--- src/rtl/sram_write_timer_if.sv ---
// Bus between the SRAM write timer and its job source, data producer and SRAM.
interface sram_write_timer_if #(
  parameter int unsigned ADDR_BITS = 16,
  parameter int unsigned CNT_BITS  = 10
);
  logic                 start_write;
  logic [ADDR_BITS-1:0] base_addr;
  logic [CNT_BITS-1:0]  byte_count;
  logic [7:0]           data_in;
  logic                 data_valid;
  logic                 data_ready;
  logic [ADDR_BITS-1:0] sram_addr;
  logic [7:0]           sram_wdata;
  logic                 sram_wen;
  logic                 write_busy;
  logic                 write_done;

  // Job source / producer side
  modport master (
    output start_write, base_addr, byte_count, data_in, data_valid,
    input  data_ready, sram_addr, sram_wdata, sram_wen, write_busy, write_done
  );

  // Write timer side
  modport slave (
    input  start_write, base_addr, byte_count, data_in, data_valid,
    output data_ready, sram_addr, sram_wdata, sram_wen, write_busy, write_done
  );
endinterface

--- src/rtl/sram_write_timer.sv ---
// Sequences byte writes into the external SRAM, holding each byte on the
// SRAM pins with the write strobe for WRITE_CYCLES clocks.
module sram_write_timer #(
  parameter int unsigned ADDR_BITS    = 16,
  parameter int unsigned CNT_BITS     = 10,
  parameter int unsigned WRITE_CYCLES = 2
) (
  input  logic                clk,
  input  logic                n_rst,
  sram_write_timer_if.slave   bus
);

  localparam int unsigned CYC_BITS = 4;
  localparam logic [CYC_BITS-1:0] LAST_CYC = CYC_BITS'(WRITE_CYCLES - 1);

  typedef enum logic [1:0] {
    IDLE      = 2'd0,
    WAIT_DATA = 2'd1,
    WRITE     = 2'd2,
    DONE      = 2'd3
  } state_e;

  state_e                state_q, state_d;
  logic [ADDR_BITS-1:0]  addr_q, addr_d;
  logic [7:0]            data_q, data_d;
  logic [CNT_BITS-1:0]   remaining_q, remaining_d;
  logic [CYC_BITS-1:0]   cycle_cnt_q, cycle_cnt_d;
  logic                  data_ready_q, data_ready_d;
  logic                  sram_wen_q, sram_wen_d;
  logic                  write_busy_q, write_busy_d;
  logic                  write_done_q, write_done_d;

  // Next-state, datapath and output decode; outputs follow the next state so
  // they line up with the registered state.
  always_comb begin
    state_d      = state_q;
    addr_d       = addr_q;
    data_d       = data_q;
    remaining_d  = remaining_q;
    cycle_cnt_d  = cycle_cnt_q;

    case (state_q)
      IDLE: begin
        if (bus.start_write) begin
          addr_d      = bus.base_addr;
          remaining_d = bus.byte_count;
          state_d     = (bus.byte_count == '0) ? DONE : WAIT_DATA;
        end
      end
      WAIT_DATA: begin
        if (bus.data_valid) begin
          data_d      = bus.data_in;
          cycle_cnt_d = '0;
          state_d     = WRITE;
        end
      end
      WRITE: begin
        cycle_cnt_d = cycle_cnt_q + CYC_BITS'(1);
        if (cycle_cnt_q == LAST_CYC) begin
          addr_d      = addr_q + ADDR_BITS'(1);
          remaining_d = remaining_q - CNT_BITS'(1);
          state_d     = (remaining_q == CNT_BITS'(1)) ? DONE : WAIT_DATA;
        end
      end
      DONE: begin
        state_d = IDLE;
      end
      default: begin
        state_d = IDLE;
      end
    endcase

    data_ready_d = (state_d == WAIT_DATA);
    sram_wen_d   = (state_d == WRITE);
    write_busy_d = (state_d == WAIT_DATA) || (state_d == WRITE);
    write_done_d = (state_d == DONE);
  end

  // State and datapath registers with synchronous active-low reset
  always_ff @(posedge clk) begin
    if (!n_rst) begin
      state_q      <= IDLE;
      addr_q       <= '0;
      data_q       <= '0;
      remaining_q  <= '0;
      cycle_cnt_q  <= '0;
      data_ready_q <= 1'b0;
      sram_wen_q   <= 1'b0;
      write_busy_q <= 1'b0;
      write_done_q <= 1'b0;
    end else begin
      state_q      <= state_d;
      addr_q       <= addr_d;
      data_q       <= data_d;
      remaining_q  <= remaining_d;
      cycle_cnt_q  <= cycle_cnt_d;
      data_ready_q <= data_ready_d;
      sram_wen_q   <= sram_wen_d;
      write_busy_q <= write_busy_d;
      write_done_q <= write_done_d;
    end
  end

  assign bus.data_ready = data_ready_q;
  assign bus.sram_addr  = addr_q;
  assign bus.sram_wdata = data_q;
  assign bus.sram_wen   = sram_wen_q;
  assign bus.write_busy = write_busy_q;
  assign bus.write_done = write_done_q;

endmodule

--- src/flat_wrapper.sv ---
// flat-port wrapper written by rule: the top's interface ports become plain ports
module sram_write_timer_flat 
#(
  parameter int unsigned ADDR_BITS    = 16,
  parameter int unsigned CNT_BITS     = 10,
  parameter int unsigned WRITE_CYCLES = 2
)
  (clk, n_rst, bus_start_write, bus_base_addr, bus_byte_count, bus_data_in, bus_data_valid, bus_data_ready, bus_sram_addr, bus_sram_wdata, bus_sram_wen, bus_write_busy, bus_write_done);
  sram_write_timer_if #(.ADDR_BITS(ADDR_BITS), .CNT_BITS(CNT_BITS)) bus_i ();
  input  logic clk;
  input  logic n_rst;
  input wire logic [$bits(bus_i.start_write)-1:0] bus_start_write;
  input wire logic [$bits(bus_i.base_addr)-1:0] bus_base_addr;
  input wire logic [$bits(bus_i.byte_count)-1:0] bus_byte_count;
  input wire logic [$bits(bus_i.data_in)-1:0] bus_data_in;
  input wire logic [$bits(bus_i.data_valid)-1:0] bus_data_valid;
  output wire logic [$bits(bus_i.data_ready)-1:0] bus_data_ready;
  output wire logic [$bits(bus_i.sram_addr)-1:0] bus_sram_addr;
  output wire logic [$bits(bus_i.sram_wdata)-1:0] bus_sram_wdata;
  output wire logic [$bits(bus_i.sram_wen)-1:0] bus_sram_wen;
  output wire logic [$bits(bus_i.write_busy)-1:0] bus_write_busy;
  output wire logic [$bits(bus_i.write_done)-1:0] bus_write_done;
  assign bus_i.start_write = bus_start_write;
  assign bus_i.base_addr = bus_base_addr;
  assign bus_i.byte_count = bus_byte_count;
  assign bus_i.data_in = bus_data_in;
  assign bus_i.data_valid = bus_data_valid;
  assign bus_data_ready = bus_i.data_ready;
  assign bus_sram_addr = bus_i.sram_addr;
  assign bus_sram_wdata = bus_i.sram_wdata;
  assign bus_sram_wen = bus_i.sram_wen;
  assign bus_write_busy = bus_i.write_busy;
  assign bus_write_done = bus_i.write_done;
  sram_write_timer #(.ADDR_BITS(ADDR_BITS), .CNT_BITS(CNT_BITS), .WRITE_CYCLES(WRITE_CYCLES)) u_core (.clk(clk), .n_rst(n_rst), .bus(bus_i));
endmodule
--- config.mk ---
export PLATFORM = sky130hd
export DESIGN_NAME = sram_write_timer_flat
export DESIGN_NICKNAME = d
export VERILOG_FILES = /design/src/rtl/sram_write_timer_if.sv /design/src/rtl/sram_write_timer.sv /design/src/flat_wrapper.sv
export SDC_FILE = /design/constraint.sdc
export NUM_CORES = 1
export LEC_CHECK = 0
export CORE_MARGIN = 5
export CORE_UTILIZATION = 45
export CTS_BUF_LIST = sky130_fd_sc_hd__clkbuf_4
export DETAILED_ROUTE_END_ITERATION = 16
export PLACE_DENSITY = 0.82
export SKIP_LAST_GASP = 1
export SYNTH_ARGS = -nofsm -noshare
export SYNTH_HDL_FRONTEND = slang
export SYNTH_SLANG_ARGS = --single-unit
--- constraint.sdc ---
create_clock -name clk -period 1.75 [get_ports clk]
set_input_delay 0.35 -clock clk [delete_from_list [all_inputs] [get_ports clk]]
set_output_delay 0.35 -clock clk [all_outputs]
set_load 0.005 [all_outputs]
==> metrics <==
First-pass DRT Iterations 4; Std-Cell Rows 26; Netlist cell types between 40 and 50; Rel. slew slack 0.759; peak fanout along the critical path 4; CTS Hold Bufs 0; Final setup viols 17; first-pass GRT wire length 12.3 mm; final weighted congestion in routability-driven placement around 0.9; Area Growth Syn to Fin 48.6%; Synth Instances a little over 300; Hold Vio Cnt, Final 0; final net count ~450; residual DRC count 0; Seq/Total Area, Yosys 0.366; Slew Viols, Final 0; Crit Path Class reg -> reg; Hold Path Class reg -> reg; Crit path largest cell delay 0.41 ns; routed vias 2,661; Tightest Pin Transition 0.358 ns; Worst Skew roughly 0.015 ns; internal power 0.00164 W; Global Route Usage Sum 0.213; wire per inst roughly 16 um; fin crit share 1.03; CP Launch Type flip-flop; Reg clk slew, reported paths approximately 0.14 ns; worst-skew pair later-pin latency around 0.37 ns; final worst slack -0.0466 ns; Vias/cell about 5.7; die width 83.2 um; Net Sw Power between 0.0007 and 0.0008 W; largest net degree at the start of global routing 27; CTS Buf Count 5; CTS sink count 44; CTS tree yes; r2r setup slk -0.05 ns; critical path arrival about 2.1 ns; slowest stage cell, crit path or3b_4; #FFs+latches synth between 40 and 50; maxcap violations 0; Seq pwr share 0.482; Non-Filler Instances 470; Crit. End Element flip-flop; I/O Buffers between 60 and 70; syn avg cell area approximately 8 sq um; GRT Residual Overflow 0; violated checks setup timing; ANT nets after route 0; # IOs 66; final WL approximately 7.4 mm; Ys Warns 0; number of synthesized flops with an enable pin 0; DP Cell Count approximately 460; H-tree depth 2; CP required around 2.1 ns; clock share of power 0.212; Most used DFF post-synth dfxtp_1; CTS Buffer Depth 2; Peak VDD IR a little under 400 uV; status complete, but fails checks; asr flop ratio synth 0; starting density of the core 0.469; die area a little under 0.007 sq mm; CTS root buf clkbuf_4; dpl ws -0.181 ns; CP cell instances inv_2 -> ha_4 -> or3b_4 -> buf_4 -> or3_1 -> o31a_1 -> a31oi_1; Iter 0 DRT Violations between 150 and 200; placed wire-length estimate ~5.2 mm; Sw Share 0.314; RSZ-0062 raised after global routing true; cell area after synthesis roughly 0.0024 sq mm; Die Ht approximately 83 um; Core ar. ~0.005 sq mm; Gate power share 0.306; Syn Nets approximately 350; PwrDens around 670 mW/mm^2; Fmax achieved 0.557 GHz; vias in the first global route 2,555; leakage about 1.4 nW; antenna violations before repair 0; final antenna diode count 0; Final min period around 1.8 ns; layout cells sized above 1 0.218
==> power groups by stage <==
stage	registers (W)	clock network (W)	logic, W
finish	0.00115	0.000508	0.000733
detailed placement	0.00117	0	0.000683
global route	0.00116	0.000554	0.000797
CTS	0.00115	0.000526	0.000707
global placement	0.00116	0	0.000667
floorplan	0.00116	0	0.000324
==> flip-flops by register name, summed over array words and instances (netlist names) <==
signal / count
u_core.bus.sram_addr: 16
u_core.cycle_cnt_q: 4
u_core.bus.data_ready: 1
u_core.bus.write_done: 1
u_core.bus.sram_wdata: 8
u_core.bus.write_busy: 1
u_core.state_q: 2
u_core.bus.sram_wen: 1
u_core.remaining_q: 10
==> final cells by class <==
class	instances	area [sq um]
Timing Repair Buffer	107	1010
Multi-Input combinational cell	234	1500
Sequential cell	44	893
Inverter	7	26.3
Fill cell	447	1560
Tap cell	70	87.6
Clock inverter	3	18.8
Clock buffer	5	37.5
==> synthesized netlist by cell type (2+ instances only) <==
cell type	n	share of area
nand3_1	11	0.023
o21ai_0	15	0.031
nor4_1	2	0.0052
nor3_1	6	0.012
o221a_2	4	0.019
ha_1	8	0.042
nand4_1	8	0.021
a41oi_1	2	0.0073
nand2b_1	4	0.010
a211oi_1	2	0.0062
inv_1	6	0.0093
nor2b_1	4	0.010
clkbuf_1	10	0.016
o211ai_1	7	0.022
o31a_1	5	0.018
and2_1	7	0.018
a31oi_1	9	0.023
a21oi_1	35	0.073
nand3b_1	2	0.0062
nand2_1	43	0.067
a2bb2oi_1	3	0.011
nor2_1	25	0.039
mux2_2	2	0.0093
a21o_1	2	0.0062
dfxtp_1	44	0.37
buf_2	12	0.025
o2bb2ai_1	2	0.0073
or3_1	2	0.0052
and4_1	5	0.018
o22ai_1	3	0.0078
==> cells by family after synthesis <==
kind of cell,count (synthesis),share of synthesized area
multiplexers,3,0.0135
AO/OA/AOI/OAI,97,0.263
AND/OR/NAND/NOR,126,0.261
buffers and inverters,30,0.0545
flip-flops,44,0.366
adder cells (fa/ha/maj),8,0.0416
==> worst max-delay path: cells and delay by family (launching register included) <==
kind / cells / cell delay [ns]
and+or+nand+nor: 2 / 0.71
DFF: 1 / 0.35
AOI/OAI and AO/OA: 2 / 0.35
buffers and inverters: 2 / 0.22
adders and majority gates: 1 / 0.11
==> what timing repair did <==
action,in CTS,in global routing
gates resized for setup,15,23
buffers inserted,1,3
pin swaps,3,2
endpoints found under the setup margin,21,38
==> metrics by stage <==
stage	total power [W]	setup TNS, ns	util	hold WS [ns]	cell area (sq um)
3_5_place_dp	0.00185	-0.813	0.658	0.447	3380
3_3_place_gp	0.00183	-0.417	0.658	0.439	3380
6_report	0.00239	-0.396	0.696	0.464	3580
4_1_cts	0.00238	-0.526	0.682	0.466	3510
2_1_floorplan	0.00148	0	-	0.424	2430
5_1_grt	0.00252	-1.90	0.696	0.481	3580
==> layout by cell type (no fill, tap or decap), drive strengths merged, types with 3 or more instances in the layout <==
cell / Yosys / layout
dfxtp: 44 / 44
ha: 8 / 8
o22ai: 3 / 3
nor2b: 4 / 4
nor3: 6 / 6
a31oi: 9 / 9
o21ai: 16 / 16
o211ai: 7 / 7
a2bb2oi: 4 / 4
clkbuf: 10 / 5
o221a: 4 / 4
o31a: 5 / 5
inv: 6 / 6
nand4: 8 / 8
nor2: 25 / 25
and4: 5 / 5
nand2: 43 / 43
clkinv: 1 / 4
buf: 13 / 42
and2: 7 / 7
a21oi: 35 / 35
nand3: 11 / 11
nand2b: 4 / 4
clkdlybuf4s50: 0 / 64
==> per-layer routing <==
metal | part of all wire | wire length [um] | vias to the layer above | global-route usage
li1 | - | - | 1306 | -
met1 | 0.43 | 3180 | 1267 | 0.262
met2 | 0.50 | 3710 | 79 | 0.364
met3 | 0.051 | 380 | 9 | 0.0406
met4 | 0.017 | 123 | 0 | 0.0832
met5 | 0 | 0 | - | 0
==> final timing paths <==
check | from | to | cells after the start
hold / removal | u_core.bus.sram_wdata[2]$_SDFFE_PN0P_ | u_core.bus.sram_wdata[2]$_SDFFE_PN0P_ | 2
hold reg to reg | u_core.bus.sram_wdata[2]$_SDFFE_PN0P_ | u_core.bus.sram_wdata[2]$_SDFFE_PN0P_ | 2
setup reg to reg | u_core.cycle_cnt_q[1]$_SDFFE_PN0P_ | u_core.bus.sram_addr[15]$_SDFFE_PN0P_ | 7
setup / recovery | u_core.cycle_cnt_q[1]$_SDFFE_PN0P_ | u_core.bus.sram_addr[15]$_SDFFE_PN0P_ | 7
Note: power is estimated with default switching activity, not from simulation.
